**src/rtl/ac_div_16by8.sv**
```systemverilog
// ac_div_16by8 -- sequential restoring divider, 16-bit dividend by 8-bit divisor.
//
// Maps multiplier-width products back to operand space. It resolves one
// quotient bit per clock and returns an 8-bit quotient and an 8-bit remainder.
//
// Ports:
//   clk, rst_n             single rising-edge clock, asynchronous active-low reset
//   in_valid / in_ready    operand handshake (dividend[15:0], divisor[7:0])
//   out_valid / out_ready  result handshake (quotient, remainder, ovf, dbz)
//   ovf                    quotient would not fit in 8 bits (quotient=FF, remainder=00)
//   dbz                    divisor was zero (quotient=FF, remainder=00)
//
// Handshake: a transfer happens on any rising edge where valid and ready are
// both high. Once valid is raised, the payload holds until that edge. in_ready
// is high only in IDLE. out_valid is high only in DONE. So accept and complete
// never share an edge, and in_valid is ignored while a division is in flight.
//
// Optional build macro ACCA_DIV_APPROX_EN: the divider stops after
// 8-DROP_BITS iterations. The low DROP_BITS quotient bits read as zero and the
// remainder reads as zero. Without the macro, DROP_BITS has no effect.
module ac_div_16by8 #(
   parameter int DROP_BITS = 2
) (
   input  logic        clk,
   input  logic        rst_n,
   input  logic        in_valid,
   output logic        in_ready,
   input  logic [15:0] dividend,
   input  logic [7:0]  divisor,
   output logic        out_valid,
   input  logic        out_ready,
   output logic [7:0]  quotient,
   output logic [7:0]  remainder,
   output logic        ovf,
   output logic        dbz
);

`ifdef ACCA_DIV_APPROX_EN
   localparam bit APPROX = 1'b1;
`else
   localparam bit APPROX = 1'b0;
`endif

   // Counter value of the final iteration.
   localparam logic [2:0] LAST_CNT = APPROX ? 3'(DROP_BITS) : 3'd0;

   typedef enum logic [1:0] {
      IDLE = 2'd0,
      CALC = 2'd1,
      DONE = 2'd2
   } state_t;

   state_t      state, state_nx;
   logic [2:0]  cnt, cnt_nx;
   logic [8:0]  r, r_nx;           // 9-bit partial remainder, so the compare cannot overflow
   logic [7:0]  q, q_nx;
   logic [7:0]  dvd_lo, dvd_lo_nx; // only the low byte is shifted in during CALC
   logic [7:0]  dvs, dvs_nx;
   logic [1:0]  early, early_nx;   // {ovf, dbz} decided at accept
   logic [7:0]  quo_nx, rem_nx;
   logic        ovf_nx, dbz_nx;
   logic [8:0]  r_sh, r_sub;
   logic        ge;

   assign in_ready  = (state == IDLE);
   assign out_valid = (state == DONE);

   always_comb begin
      state_nx  = state;
      cnt_nx    = cnt;
      r_nx      = r;
      q_nx      = q;
      dvd_lo_nx = dvd_lo;
      dvs_nx    = dvs;
      early_nx  = early;
      quo_nx    = quotient;
      rem_nx    = remainder;
      ovf_nx    = ovf;
      dbz_nx    = dbz;
      r_sh      = {r[7:0], dvd_lo[cnt]};
      r_sub     = r_sh - {1'b0, dvs};
      ge        = (r_sh >= {1'b0, dvs});

      case (state)
         IDLE: begin
            if (in_valid) begin
               dvd_lo_nx = dividend[7:0];
               dvs_nx    = divisor;
               q_nx      = 8'h00;
               cnt_nx    = 3'd7;
               r_nx      = {1'b0, dividend[15:8]};
               state_nx  = CALC;
               if (divisor == 8'h00)
                  early_nx = 2'b01;
               else if (dividend[15:8] >= divisor)
                  early_nx = 2'b10;
               else
                  early_nx = 2'b00;
            end
         end
         CALC: begin
            if (early != 2'b00) begin
               // The flag outcome was decided at accept. It is published one
               // edge later, so flagged results have a fixed one-cycle latency.
               quo_nx   = 8'hFF;
               rem_nx   = 8'h00;
               ovf_nx   = early[1];
               dbz_nx   = early[0];
               state_nx = DONE;
            end else begin
               r_nx      = ge ? r_sub : r_sh;
               q_nx[cnt] = ge;
               if (cnt == LAST_CNT) begin
                  quo_nx   = q_nx;
                  rem_nx   = APPROX ? 8'h00 : r_nx[7:0];
                  ovf_nx   = 1'b0;
                  dbz_nx   = 1'b0;
                  state_nx = DONE;
               end else begin
                  cnt_nx = cnt - 3'd1;
               end
            end
         end
         DONE: begin
            if (out_ready)
               state_nx = IDLE;
         end
         default: state_nx = IDLE;
      endcase
   end

   always_ff @(posedge clk or negedge rst_n) begin
      if (!rst_n) begin
         state     <= IDLE;
         cnt       <= 3'd0;
         r         <= 9'd0;
         q         <= 8'h00;
         dvd_lo    <= 8'h00;
         dvs       <= 8'h00;
         early     <= 2'b00;
         quotient  <= 8'h00;
         remainder <= 8'h00;
         ovf       <= 1'b0;
         dbz       <= 1'b0;
      end else begin
         state     <= state_nx;
         cnt       <= cnt_nx;
         r         <= r_nx;
         q         <= q_nx;
         dvd_lo    <= dvd_lo_nx;
         dvs       <= dvs_nx;
         early     <= early_nx;
         quotient  <= quo_nx;
         remainder <= rem_nx;
         ovf       <= ovf_nx;
         dbz       <= dbz_nx;
      end
   end

endmodule

```
**config.mk**
```make
export PLATFORM = sky130hd
export DESIGN_NAME = ac_div_16by8
export DESIGN_NICKNAME = d
export VERILOG_FILES = /design/src/rtl/ac_div_16by8.sv
export SDC_FILE = /design/constraint.sdc
export NUM_CORES = 1
export LEC_CHECK = 0
export ABC_AREA = 1
export BUFFER_PORTS_ARGS = -buffer_cell sky130_fd_sc_hd__clkbuf_2
export CAP_MARGIN = 5
export CORE_AREA = 2 2 71 87
export CTS_BUF_LIST = sky130_fd_sc_hd__clkbuf_4 sky130_fd_sc_hd__clkbuf_8 sky130_fd_sc_hd__clkbuf_16
export DETAILED_ROUTE_END_ITERATION = 12
export DIE_AREA = 0 0 73 89
export PLACE_DENSITY = 0.83
export SYNTH_ARGS = -nofsm -noshare
export SYNTH_HDL_FRONTEND = slang
export SYNTH_SLANG_ARGS = --single-unit
```
**constraint.sdc**
```tcl
create_clock -name clk -period 5.1 [get_ports clk]
set_input_delay 0.255 -clock clk [delete_from_list [all_inputs] [get_ports clk]]
set_output_delay 0.255 -clock clk [all_outputs]
set_load 0.005 [all_outputs]
```
Yosys cells after proc, flatten, opt, wreduce, memory -nomap -nowiden

Index checks and enable logic that the tools add are counted.

Flip-flop bits (word level): 57
Memory bits (read-only): 0
Memories: 0
Bits in writable memories: 0
Bits in latches: 0
Bits of input ports: 28
Logic and storage cells: 66
Output and inout port bits: 20

Bitwise operators: 0
Divide/modulo/power cells: 0
Multipliers: 0
Reductions and logical operators: 12
Add/sub/neg operators: 2
$lt $le $gt $ge: 4
Shift-type cells: 0
Eq/ne operators: 7
Mux-type cells: 30

Operators by type and width:

| cell                                                       | number |
|---|---|
| 2-to-1 mux 8 bit                                           | 9 |
| case mux 8 bit (2 select lines)                            | 2 |
| 2-to-1 mux 2 bit                                           | 6 |
| >= comparator 9 x 8 -> 1 bit                               | 1 |
| 2-to-1 mux 3 bit                                           | 3 |
| bitwise mux 8 bit                                          | 1 |
| >= comparator 8 bit                                        | 1 |
| logical NOT 8 bit                                          | 1 |
| subtractor 8 bit                                           | 1 |
| inequality test 2 bit, second input constant               | 3 |
| case mux 2 bit (3 select lines)                            | 1 |
| case mux 3 bit (2 select lines)                            | 1 |
| AND reduction 3 bit                                        | 2 |
| nonzero test 2 bit                                         | 3 |
| 2-to-1 mux 1 bit                                           | 5 |
| less-than comparator 3 x 4 -> 1 bit, second input constant | 1 |
| AND reduction 2 bit                                        | 2 |
| AND reduction 4 bit                                        | 1 |
| binary-select mux 1 bit (select 3 bit)                     | 1 |
| demux 1 bit (select 3 bit)                                 | 1 |
| >= comparator 3 x 1 -> 1 bit, second input constant        | 1 |
| logical NOT 3 bit                                          | 1 |
| inequality test 3 bit, second input constant               | 1 |
| subtractor 3 x 1 -> 3 bit, second input constant           | 1 |
| other kinds (5)                                            | 5 |

Logic depth before layout (Yosys ltp)

Word-level depth: 7
Gate-level depth with buffers: 23
Depth with buffers taken out: 20

Least setup slack after synthesis

OpenSTA, ideal clock, no wires.

Kind: reg2reg
Start: register cnt[0]
End: register r[7]
Cell stages (with the launch flop): 23
Path slack: 2737 ps
Arrival: 2247 ps
Clock period less this slack: 2363 ps
Required time: 4984 ps
Path buffers: 3
Library setup time: 116 ps
Path through: dfrtp_1 > buf_2 > inv_1 > buf_2 > nand2_1 > nand2_1 > nand2_1 > nand2_1 > nand2_1 > nand2_1 > inv_1 > ha_1 > nand2_1 > nor2_1 > nand2_1 > nor2_2 > nor2_4 > nand2_4 > buf_6 > nand2_1 > nand3_1 > nand2_1 > nand2_1

Cells in the longest elaborated chain, start to end: 6
Elaborated cells on any way between the ends: 7
Classes of those cells: add/sub: 1; order compare: 1; mux: 5

RTL lines:

| what                                                                    | RTL line | RTL |
|---|---|---|
| from (decl)                                                             | 54       | `logic [2:0] cnt, cnt_nx;` |
| from (signal assigned)                                                  | 147      | `cnt <= cnt_nx;` |
| binary-select mux 1 bit (select 3 bit) *                                | 80       | `r_sh = {r[7:0], dvd_lo[cnt]};` |
| 2-to-1 mux 1 bit (implied by the code) *                                | 80       |  |
| subtractor 8 bit / >= comparator 9 x 8 -> 1 bit (equally long branches) | 81, 82   |  |
| 2-to-1 mux 8 bit *                                                      | 111      | `r_nx = ge ? r_sub : r_sh;` |
| 2-to-1 mux 8 bit *                                                      | 102      | `if (early != 2'b00) begin` |
| case mux 8 bit (2 select lines) *                                       | 84       | `case (state)` |
| to (signal assigned)                                                    | 148      | `r <= r_nx;` |
| to (decl)                                                               | 55       | `logic [8:0] r, r_nx;` |

Mark *: on every way between the ends. The rest lies on a longest branch, timed or not. The select of a mux whose other input is x is not followed.
A chain may end at the register's enable or synchronous reset.

Worst setup path after layout

Start: register cnt[0]
End: register q[1]

Cells in the longest elaborated chain, start to end: 7
Elaborated cells on any way between the ends: 11
Classes of those cells: order compare: 3; mux: 7; reduce/logical: 1

RTL lines:

| what                                                                                 | RTL line | RTL |
|---|---|---|
| parallel branches: the longest is 4 deep, another holds >= comparator 9 x 8 -> 1 bit | -        |  |
| bitwise mux 8 bit *                                                                  | 112      | `q_nx[cnt] = ge;` |
| 2-to-1 mux 8 bit *                                                                   | 102      |  |
| case mux 8 bit (2 select lines) *                                                    | 84       |  |
| to (signal assigned)                                                                 | 149      | `q <= q_nx;` |
| to (decl)                                                                            | 56       | `logic [7:0] q, q_nx;` |

Every way passes the cells marked *. The select of a mux whose other input is x is not followed.

==> results.toml <==
[critical_path]
startpoint_type = "flop"
worstPathMaxFanout = 19
critical_path_arrival_ns = 3.05
worstPathRequired_ns = 5.30
worst-r2r-cell-count = 17
critical_path.cell_chain = "inv_1, nand2_1, nand2_1, nand2_1, nand2_1, nand2_1, nand2_1, inv_1, ha_1, nand2_1, nor2_1, nand2_1, nor2_2, nor2_4, nand2_4, o21ai_0, o21ai_0"
path_class = "reg2reg"
timing.critical_path.mode_cell = "nand2_1"
cpMaxStageDelayCell = "dfrtp_1"
critical-path-max-stage-delay_ns = 0.46
timing.critical_path.to_type = "flop"

[yosys]
seq_area_frac_synth_pct = 43.0
synth.cell_area_um2 = 3320
synthCells = 435
synth_fp_nets = 483
netlist.top_cell.by_area = "dfrtp_1"
synthesis.area_per_instance_um2 = 7.63
yosys_warnings = 0
ranking_of_synthesized_cells_by_area = "dfrtp_1 43%, nand2_1 17%, ha_1 7.2%"
netlist-cell-type-count = 29
synth-seq-cells = 57
synth_top_area_share_pct = 43.0

[min_path]
hold_path_class = "in2async"

[floorplan]
die_h_um = 89
core_area_um2 = 5590
dieWidth_um = 73
placementRows = 30
design.die.area_um2 = 6500
top_level_ports = 48
floorplan.initialDensity_pct = 59.4

[clock_network]
cts_buffer_depth = 2
tritoncts = "done"
clkTransAtPathRegs_ns = 0.06
postCtsSetupRepairBufs = 0
post_cts_resize_count = 0
cts_htree_levels = 3
cts-buffers-inserted = 9
root_buffer = "clkbuf_8"
holdBufCountCts = 0
clkSinkCount = 57
insertion_delay_ns = 0.33

[grt]
number_of_antenna_violations_at_the_first_check_in_global_routing = 0
vias_in_the_first_global_route = 2994
grt_start_max_net_pins = 58
remaining_overflow_grt = 0
global_route.usage.total_pct = 26.6
grt_pass1_wl_um = 13000

[run_status]
status = "complete, no violations"

[final_layout]
insertedDiodeCount = 0
synthToLayoutAreaGrowth_pct = 14.4
layout.cells.most_common_list = "146 x nand2_1, 57 x dfrtp_1, 51 x inv_1"
fraction_of_layout_instances_using_a_drive_strength_above_1_pct = 18.0
finalCoreUtilization_pct = 67.9
layout.cells.most_common = "nand2_1"
layout.nets = 531

[sta]
tns_ns = 0
finalSetupViolations = 0
rsz_0062_raised_after_global_routing = "false"
worst-slew-pin-transition_ns = 1.07
report.final.slew_viol_count = 0
post-route-period-util_pct = 56.0
timing.final.crit_period_ns = 2.85
finalHoldViolations = 0
maxClockFrequency_mhz = 350
worst_clock_skew_ns = 0.00612
slew-limit-headroom_pct = 28.4

[pwr]
irDropWorstVdd_v = 0.000450
power_leakage_nw = 2.05
total_chip_power_mw = 2.51
powerDensity_nw_per_um2 = 661

[place]
dp_hpwl_um = 5710
placement.io_buffers = 47
routabilityCongestion = 0.916

[drt]
route.detailed.wl_per_inst_um = 13.8
viasPerCell = 5.37
drt_wl_total_um = 7610
dr.pass1.iters = 5
drt-initial-drc-count = 254
detail-route-antenna-nets = 0
detailroute.via_count = 2964
drc = 0

[flow_run]
max_cap_violations = 0
==> cell usage after synthesis, drive strengths merged <==
library cell and number:
a21oi 18, buf 8, xor2 1, nand2 149, dfrtp 57, nand4 2
a31oi 1, inv 55, nand3b 1, nand3 34, ha 19, fa 1
nor2 38, mux2 9, o21ai 33, nor4 2, o31ai 1, clkbuf 3
o2111ai 1, xnor2 2
==> per-stage QoR <==
stage | instance area (um2) | worst slack (ns) | std cells | hold slack, ns
3_3_place_gp | 3580 | 2.51 | 536 | 0.430
6_report | 3800 | 2.25 | 552 | 0.0536
4_1_cts | 3800 | 2.27 | 552 | 0.0775
3_5_place_dp | 3580 | 2.36 | 536 | 0.437
2_1_floorplan | 3320 | 2.74 | 435 | -0.0406
5_1_grt | 3800 | 1.96 | 552 | 0.123
==> critical path, delay by kind of cell, from the launching register on <==
kind            cells  cell delay [ns]
simple gates       12             1.11
flops               1             0.46
compound gates      2             0.46
buf+inv             2             0.36
fa+ha+maj           1             0.32
==> metal layers <==
layer | wire [um] | share of wire (%) | GRT usage [%]
met4 | 273 | 3.6 | 14.8
met1 | 2950 | 39 | 28.3
met2 | 4120 | 54 | 49.2
met3 | 268 | 3.5 | 4.62
met5 | 0 | 0 | 0
==> where the power goes <==
group | internal, mW | leakage [nW] | total (mW) | switching [mW]
registers | 0.594 | 0.687 | 0.716 | 0.122
clock network | 0.285 | 0.106 | 0.464 | 0.179
logic | 0.469 | 1.26 | 1.33 | 0.861
total | 1.35 | 2.05 | 2.51 | 1.16
==> cell type report <==
| type | instances | area (um2) |
|---|---|---|
| inverter | 55 | 206 |
| timing repair buffer | 48 | 243 |
| sequential | 57 | 1430 |
| fill | 463 | 1800 |
| multi-input combinational | 312 | 1620 |
| clock inverter | 5 | 80.1 |
| clock buffer | 11 | 139 |
| tap | 64 | 80.1 |
==> cell families (layout without fill, tap and decap cells) <==
family          Yosys count  in the layout  synth area share [%]
xor+xnor                  3              3                 0.792
fa+ha+maj                20             20                  7.76
flops                    57             57                  43.0
compound gates           54             54                  8.59
mux                       9              9                  3.05
buf+inv                  66            119                  8.14
simple gates            226            226                  28.7
==> registers in the layout (all words and copies together), names as in the netlist, 2 cells and up <==
register   cells
cnt            3
dvd_lo         8
dvs            8
early          2
q              8
quotient       8
r              8
remainder      8
state          2
==> path summary, 6_finish.rpt <==
check,startpoint,end,slack [ns]
max,cnt[0]$_DFFE_PN0P_,q[1]$_DFFE_PN0P_,2.25
min,rst_n,quotient[5]$_DFFE_PN0P_,0.05
max reg2reg,cnt[0]$_DFFE_PN0P_,q[1]$_DFFE_PN0P_,2.25
min reg2reg,dvs[6]$_DFFE_PN0P_,dvs[6]$_DFFE_PN0P_,0.49
max in group asynchronous,rst_n,r[0]$_DFFE_PN0P_,4.59
min in group clk,out_ready,state[1]$_DFFE_PN0P_,0.12
Note: power is estimated with default switching activity, not from simulation.
